File: src/rtl/mem_bus_arbiter.sv
// Two-port round-robin arbiter and transfer sequencer for the shared 16-bit memory bus.
// Define ARB_FIXED_PRIO_EN to make port 0 always win simultaneous requests.
module mem_bus_arbiter #(
  parameter int ADDR_W      = 16,
  parameter int DATA_W      = 16,
  parameter int WAIT_STATES = 1
) (
  input  logic              clk,
  input  logic              reset,
  input  logic              req0,
  input  logic              rd0,
  input  logic              wr0,
  input  logic [ADDR_W-1:0] adr0,
  input  logic [DATA_W-1:0] wdata0,
  output logic              ack0,
  output logic [DATA_W-1:0] rdata0,
  input  logic              req1,
  input  logic              rd1,
  input  logic              wr1,
  input  logic [ADDR_W-1:0] adr1,
  input  logic [DATA_W-1:0] wdata1,
  output logic              ack1,
  output logic [DATA_W-1:0] rdata1,
  output logic [1:0]        gnt,
  output logic              busy,
  output logic [ADDR_W-1:0] mem_adr,
  output logic              mem_rd,
  output logic              mem_wr,
  output logic              mem_oe,
  output logic [DATA_W-1:0] mem_wdata,
  input  logic [DATA_W-1:0] mem_rdata
);

  typedef enum logic [1:0] {IDLE, ACCESS, DONE} state_t;

  state_t              state_q, state_d;
  logic                owner_q, owner_d;
  logic                last_owner_q, last_owner_d;
  logic                rd_q, rd_d;
  logic                wr_q, wr_d;
  logic [ADDR_W-1:0]   adr_q, adr_d;
  logic [DATA_W-1:0]   wdata_q, wdata_d;
  logic [3:0]          cnt_q, cnt_d;
  logic [DATA_W-1:0]   rdata0_q, rdata0_d;
  logic [DATA_W-1:0]   rdata1_q, rdata1_d;
  logic                win;

  always_comb begin
    state_d      = state_q;
    owner_d      = owner_q;
    last_owner_d = last_owner_q;
    rd_d         = rd_q;
    wr_d         = wr_q;
    adr_d        = adr_q;
    wdata_d      = wdata_q;
    cnt_d        = cnt_q;
    rdata0_d     = rdata0_q;
    rdata1_d     = rdata1_q;
    win          = 1'b0;
    case (state_q)
      IDLE: begin
        if (req0 || req1) begin
`ifdef ARB_FIXED_PRIO_EN
          win = !req0;
`else
          // On contention the port that did not own the bus last time wins
          win = (req0 && req1) ? !last_owner_q : !req0;
`endif
          owner_d = win;
          rd_d    = win ? rd1 : rd0;
          wr_d    = win ? wr1 : wr0;
          adr_d   = win ? adr1 : adr0;
          wdata_d = win ? wdata1 : wdata0;
          cnt_d   = 4'(WAIT_STATES);
          state_d = ACCESS;
        end
      end
      ACCESS: begin
        if (cnt_q == 4'd0) begin
          // Only genuine reads update the owner's read-data register
          if (rd_q && !wr_q) begin
            if (owner_q) rdata1_d = mem_rdata;
            else         rdata0_d = mem_rdata;
          end
          state_d = DONE;
        end else begin
          cnt_d = cnt_q - 4'd1;
        end
      end
      DONE: begin
        last_owner_d = owner_q;
        state_d      = IDLE;
      end
      default: state_d = IDLE;
    endcase
  end

  always_ff @(posedge clk) begin
    if (reset) begin
      state_q      <= IDLE;
      owner_q      <= 1'b0;
      last_owner_q <= 1'b1;
      rd_q         <= 1'b0;
      wr_q         <= 1'b0;
      adr_q        <= '0;
      wdata_q      <= '0;
      cnt_q        <= 4'd0;
      rdata0_q     <= '0;
      rdata1_q     <= '0;
    end else begin
      state_q      <= state_d;
      owner_q      <= owner_d;
      last_owner_q <= last_owner_d;
      rd_q         <= rd_d;
      wr_q         <= wr_d;
      adr_q        <= adr_d;
      wdata_q      <= wdata_d;
      cnt_q        <= cnt_d;
      rdata0_q     <= rdata0_d;
      rdata1_q     <= rdata1_d;
    end
  end

  // Latched address/data only change on entry to ACCESS, so they hold outside it
  assign busy      = (state_q != IDLE);
  assign gnt       = busy ? (owner_q ? 2'b10 : 2'b01) : 2'b00;
  assign mem_adr   = adr_q;
  assign mem_wdata = wdata_q;
  assign mem_wr    = (state_q == ACCESS) && wr_q;
  assign mem_oe    = (state_q == ACCESS) && wr_q;
  assign mem_rd    = (state_q == ACCESS) && rd_q && !wr_q;
  assign ack0      = (state_q == DONE) && !owner_q;
  assign ack1      = (state_q == DONE) && owner_q;
  assign rdata0    = rdata0_q;
  assign rdata1    = rdata1_q;

endmodule

File: config.mk
export PLATFORM = sky130hd
export DESIGN_NAME = mem_bus_arbiter
export DESIGN_NICKNAME = d
export VERILOG_FILES = /design/src/rtl/mem_bus_arbiter.sv
export SDC_FILE = /design/constraint.sdc
export NUM_CORES = 1
export LEC_CHECK = 0
export CAP_MARGIN = 10
export CORE_ASPECT_RATIO = 0.9
export CORE_MARGIN = 8
export CORE_UTILIZATION = 42
export DETAILED_ROUTE_END_ITERATION = 16
export GPL_TIMING_DRIVEN = 1
export PLACE_DENSITY_LB_ADDON = 0.08
export RECOVER_POWER = 100
export SLEW_MARGIN = 20
export SYNTH_ARGS = -nofsm -noshare
export SYNTH_HDL_FRONTEND = slang
export SYNTH_SLANG_ARGS = --single-unit
export TNS_END_PERCENT = 50
File: constraint.sdc
create_clock -name clk -period 5.22 [get_ports clk]
set_input_delay 1.044 -clock clk [delete_from_list [all_inputs] [get_ports clk]]
set_output_delay 1.044 -clock clk [all_outputs]
set_load 0.005 [all_outputs]
# Word-level counts from Yosys, hierarchy flattened
# Index checks and enable logic that the tools add are counted.
# op_classes
mux,13
addsub,1
reduce_logical,21
n_eq_ne,5
bitwise_logic,1
# op_table
op,n
16-bit two-way mux,2
2-bit two-way mux,4
4-bit two-way mux,2
4-bit one-hot mux with 2 select lines,1
4-bit AND reduction,2
1-bit logical AND,7
2-bit != test (second input constant),3
1-bit zero test,4
4-bit zero test,1
2-bit one-hot mux with 2 select lines,1
2-bit AND reduction,2
2-bit nonzero test,2
4-bit by 1-bit subtractor with 4-bit output (second input constant),1
1-bit two-way mux,3
3-bit AND reduction,1
2-bit by 1-bit equality test with 1-bit output (second input constant),1
2-bit equality test (second input constant),1
2-bit zero test,1
1-bit logical OR,1
1-bit inverter,1
# word_totals
reg_bits,74
out_inout_bits,72
wordCells,51

# Longest topological paths before layout
# logic_depth
depth_word,3
depth_mapped,9
depth_no_buf,6

# Worst setup path after synthesis
# OpenSTA, ideal clock, no wires.
# synth_path
kind,input port to flip-flop
start,input req1
end,"register adr_q[0], in the netlist mem_adr[0]"
path_stages,5
required_time_ns,5.150
n_path_buf,2
t_arrival_ns,2.032
path_slack_ns,3.117
setup_time_ns,0.070
path_cell_list,o21ai_1 > nor2b_1 > buf_2 > buf_1 > o2bb2ai_1
# synth_via
elab_chain_len,3
# synth_rtl
element,line,source
start: declaration,17,"input logic req1,"
1-bit logical AND,67,win = (req0 && req1) ? !last_owner_q : !req0;
1-bit two-way mux,67,
16-bit two-way mux,72,adr_d = win ? adr1 : adr0;
end signal: assignment,116,adr_q <= adr_d;
end: declaration,41,"logic [ADDR_W-1:0] adr_q, adr_d;"
# Parallel ways exist; a longest one is shown, timed or not.
# A chain may end at the register's enable or synchronous reset.

==> out/metrics.csv <==
metric;value;unit
status;finished, violations left;
failing checks;capacitance limit, slew limit;
TritonCTS Buffers;9;
Mapped Avg Cell Area;9.92;um2
Worst EP required;5.45;ns
WS Path Type;in2reg;
RSZ-0062 raised after global routing;no;
total wire length;9.16;mm
Avg WL per Cell;16.6;um
Starting Density;0.433;
r2r endpoint;cnt_q[2]$_SDFFE_PP0P_;
Non-Filler Instances;553;
leakage power;1.96;nW
DR pass1 iterations;4;
upper clock frequency limit;0.275;GHz
htree depth;3;
PwrDens;278;nW/um2
most frequent cell after synthesis;dfxtp_1;
Commonest cells post-synth;dfxtp_1, nand2_1, mux2i_1, o2bb2ai_1, a21oi_1;
Post-synth EDFFs;0;
critical path arrival;3.87;ns
Die Y;96.8;um
Routed Antenna Nets;0;
Via density;4.94;
GR met3 Demand/Resource;0.104;
Slew HR;-0.319;
vias in the first global route;2978;
max_cap viols;1;
Unique masters post-synth;35;
CTS tree;yes;
worst r2r src;state_q[1]$_SDFFE_PP0P_;
layout cell share with drive strength beyond 1;0.0870;
die area;10200;um2
top cell type's share of synthesized area;0.486;
register bit total from synthesis;74;
clk_skew;0.00574;ns
Tmin final;3.64;ns
placed insts;537;
# setup viols final;0;
Cell Area, Synth;3050;um2
DP HPWL;7.11;mm
Critical Path End Type;register;
async set-reset flop share out of synthesis;0;
crit share post-route;0.697;
grt met2 use;0.310;
met1 usage;0.177;
crit-path max cell delay;1.38;ns
cell taking the most area after synthesis;dfxtp_1;
measured slew at the worst slew-check pin;1.98;ns
final net count;545;
Final Hold Fails;0;
Slew Viols, Final;41;
DR vias;2731;
GRT Overall Usage;0.179;
FF-to-FF path depth;5;
die width;106;um
Hold Crit Class;reg2reg;
Overflow after GRT;0;
filler cell count in the final layout;585;
CP cell instances;clkbuf_1, nor2b_1, clkbuf_1, and2_1;
Post-Syn Nets;397;
root buf cell;clkbuf_8;
post-CTS setup buffer count;0;
Worst-Skew Late Latency;0.34;ns
clk buf depth;2;
Cells after Synth;307;
Inserted Diodes;0;
Buffers on Ports;159;
setup TNS;0;ns
GRT Max-Usage Layer;met2;
Critical Path End;cnt_q[2]$_SDFFE_PP0P_;
CTS resizes;0;
reg-to-reg slack, setup;2.64;ns
first-pass GRT wire length;14.9;mm
pin count of the biggest net entering global routing;41;
Critical Path Start Type;input pin;
Core ar.;7040;um2
sequential element share of the synthesized area;0.486;
DRT iter0 DRCs;98;
clk sinks;74;
Worst VDD drop;0.000187;V
cell row count;29;
most frequent CP cell;clkbuf_1;
RD Place Congestion;0.732;
initial antenna violation count;0;
Synth Flop Type;dfxtp_1;
Clock transition at path regs;0.07;ns
Syn-to-layout area delta;57.5;%
hold-fix buffers at CTS;0;
Top Ports;160;
total number of yosys warnings;0;
critical-path maximum fanout;40;
Critical path origin;reset;
# DRC;0;
Synth area leaders;dfxtp_1, mux2i_1, o2bb2ai_1;
slowest stage cell, crit path;clkbuf_1;
-- per-layer routing --
layer  share of wire  up-vias
li1                -     1354
met1            0.36     1275
met5               0        -
met4           0.011        0
met3            0.11       11
met2            0.52       91
-- layout make-up --
cell class / count / area [um2] / area share
tap: 93 / 116 / 0.0242
clock inverter: 4 / 50.0 / 0.0104
clock buffer: 12 / 155 / 0.0323
multi-input combinational: 203 / 1380 / 0.287
inverter: 6 / 22.5 / 0.00469
sequential: 74 / 1480 / 0.309
timing repair buffer: 161 / 1600 / 0.333
-- flip-flops by register name, indices dropped and copies added, names as in the netlist --
signal,count
state_q,2
rdata0,16
mem_wdata,16
owner_q,1
cnt_q,4
last_owner_q,1
rd_q,1
rdata1,16
wr_q,1
mem_adr,16
-- kinds of logic (layout without fill, tap and decap cells) --
group / Yosys count / after routing / synth area share
AO/OA/AOI/OAI: 74 / 74 / 0.179
XOR/XNOR: 2 / 2 / 0.00575
adder cells (fa/ha/maj): 2 / 2 / 0.00821
buffers and inverters: 30 / 183 / 0.0575
flip-flops: 74 / 74 / 0.486
multiplexers: 34 / 34 / 0.112
AND/OR/NAND/NOR: 91 / 91 / 0.151
-- layout by cell type (no fill, tap or decap), types with 2 or more instances in the layout --
master and instances:
or3_1 2, nor2b_1 2, nand2_2 11, clkbuf_8 11
nand2_1 54, a21oi_1 26, clkinvlp_4 2, nand3_1 3
dlygate4sd3_1 70, o2bb2ai_1 34, a21oi_2 8, clkbuf_1 3
nand2b_1 2, ha_1 2, nor3_4 2, dfxtp_1 74
and2_1 2, xnor2_1 2, nor2_1 6, inv_1 6
clkdlybuf4s50_1 88, mux2i_1 34
-- through the flow --
step	power [W]	instance area, um2	utilization	hold WS [ns]	setup WS [ns]
floorplan	0.000752	3050	-	0.430	3.12
global placement	0.000912	4630	0.657	0.438	2.21
detailed placement	0.000917	4630	0.657	0.446	2.15
CTS	0.00137	4830	0.686	0.456	2.36
global route	0.00140	4800	0.682	0.475	1.36
finish	0.00133	4800	0.682	0.451	1.58
-- worst min-delay path by stage --
| stage | slack, ns | startpoint | cells past startpoint | end |
|---|---|---|---|---|
| detailed placement | 0.45 | rdata0[4]$_SDFFE_PP0P_ | 2 | rdata0[4]$_SDFFE_PP0P_ |
| floorplan | 0.43 | last_owner_q$_SDFFE_PP1N_ | 1 | last_owner_q$_SDFFE_PP1N_ |
| global route | 0.48 | rdata0[7]$_SDFFE_PP0P_ | 2 | rdata0[7]$_SDFFE_PP0P_ |
| CTS | 0.46 | rdata0[5]$_SDFFE_PP0P_ | 2 | rdata0[5]$_SDFFE_PP0P_ |
| finish | 0.45 | rdata0[4]$_SDFFE_PP0P_ | 2 | rdata0[4]$_SDFFE_PP0P_ |
| global placement | 0.44 | rdata1[1]$_SDFFE_PP0P_ | 2 | rdata1[1]$_SDFFE_PP0P_ |
-- worst max-delay path: cells and delay by family --
| kind | cells | cell delay (ns) |
|---|---|---|
| simple gates | 2 | 0.73 |
| buf+inv | 2 | 2.08 |
-- power breakdown --
part,switching [W],total (W),internal (W)
registers,0.0000230,0.000627,0.000604
logic,0.000108,0.000256,0.000148
clock network,0.000205,0.000451,0.000246
total,0.000336,0.00133,0.000999
No activity file was read; power rests on OpenSTA's default activity.
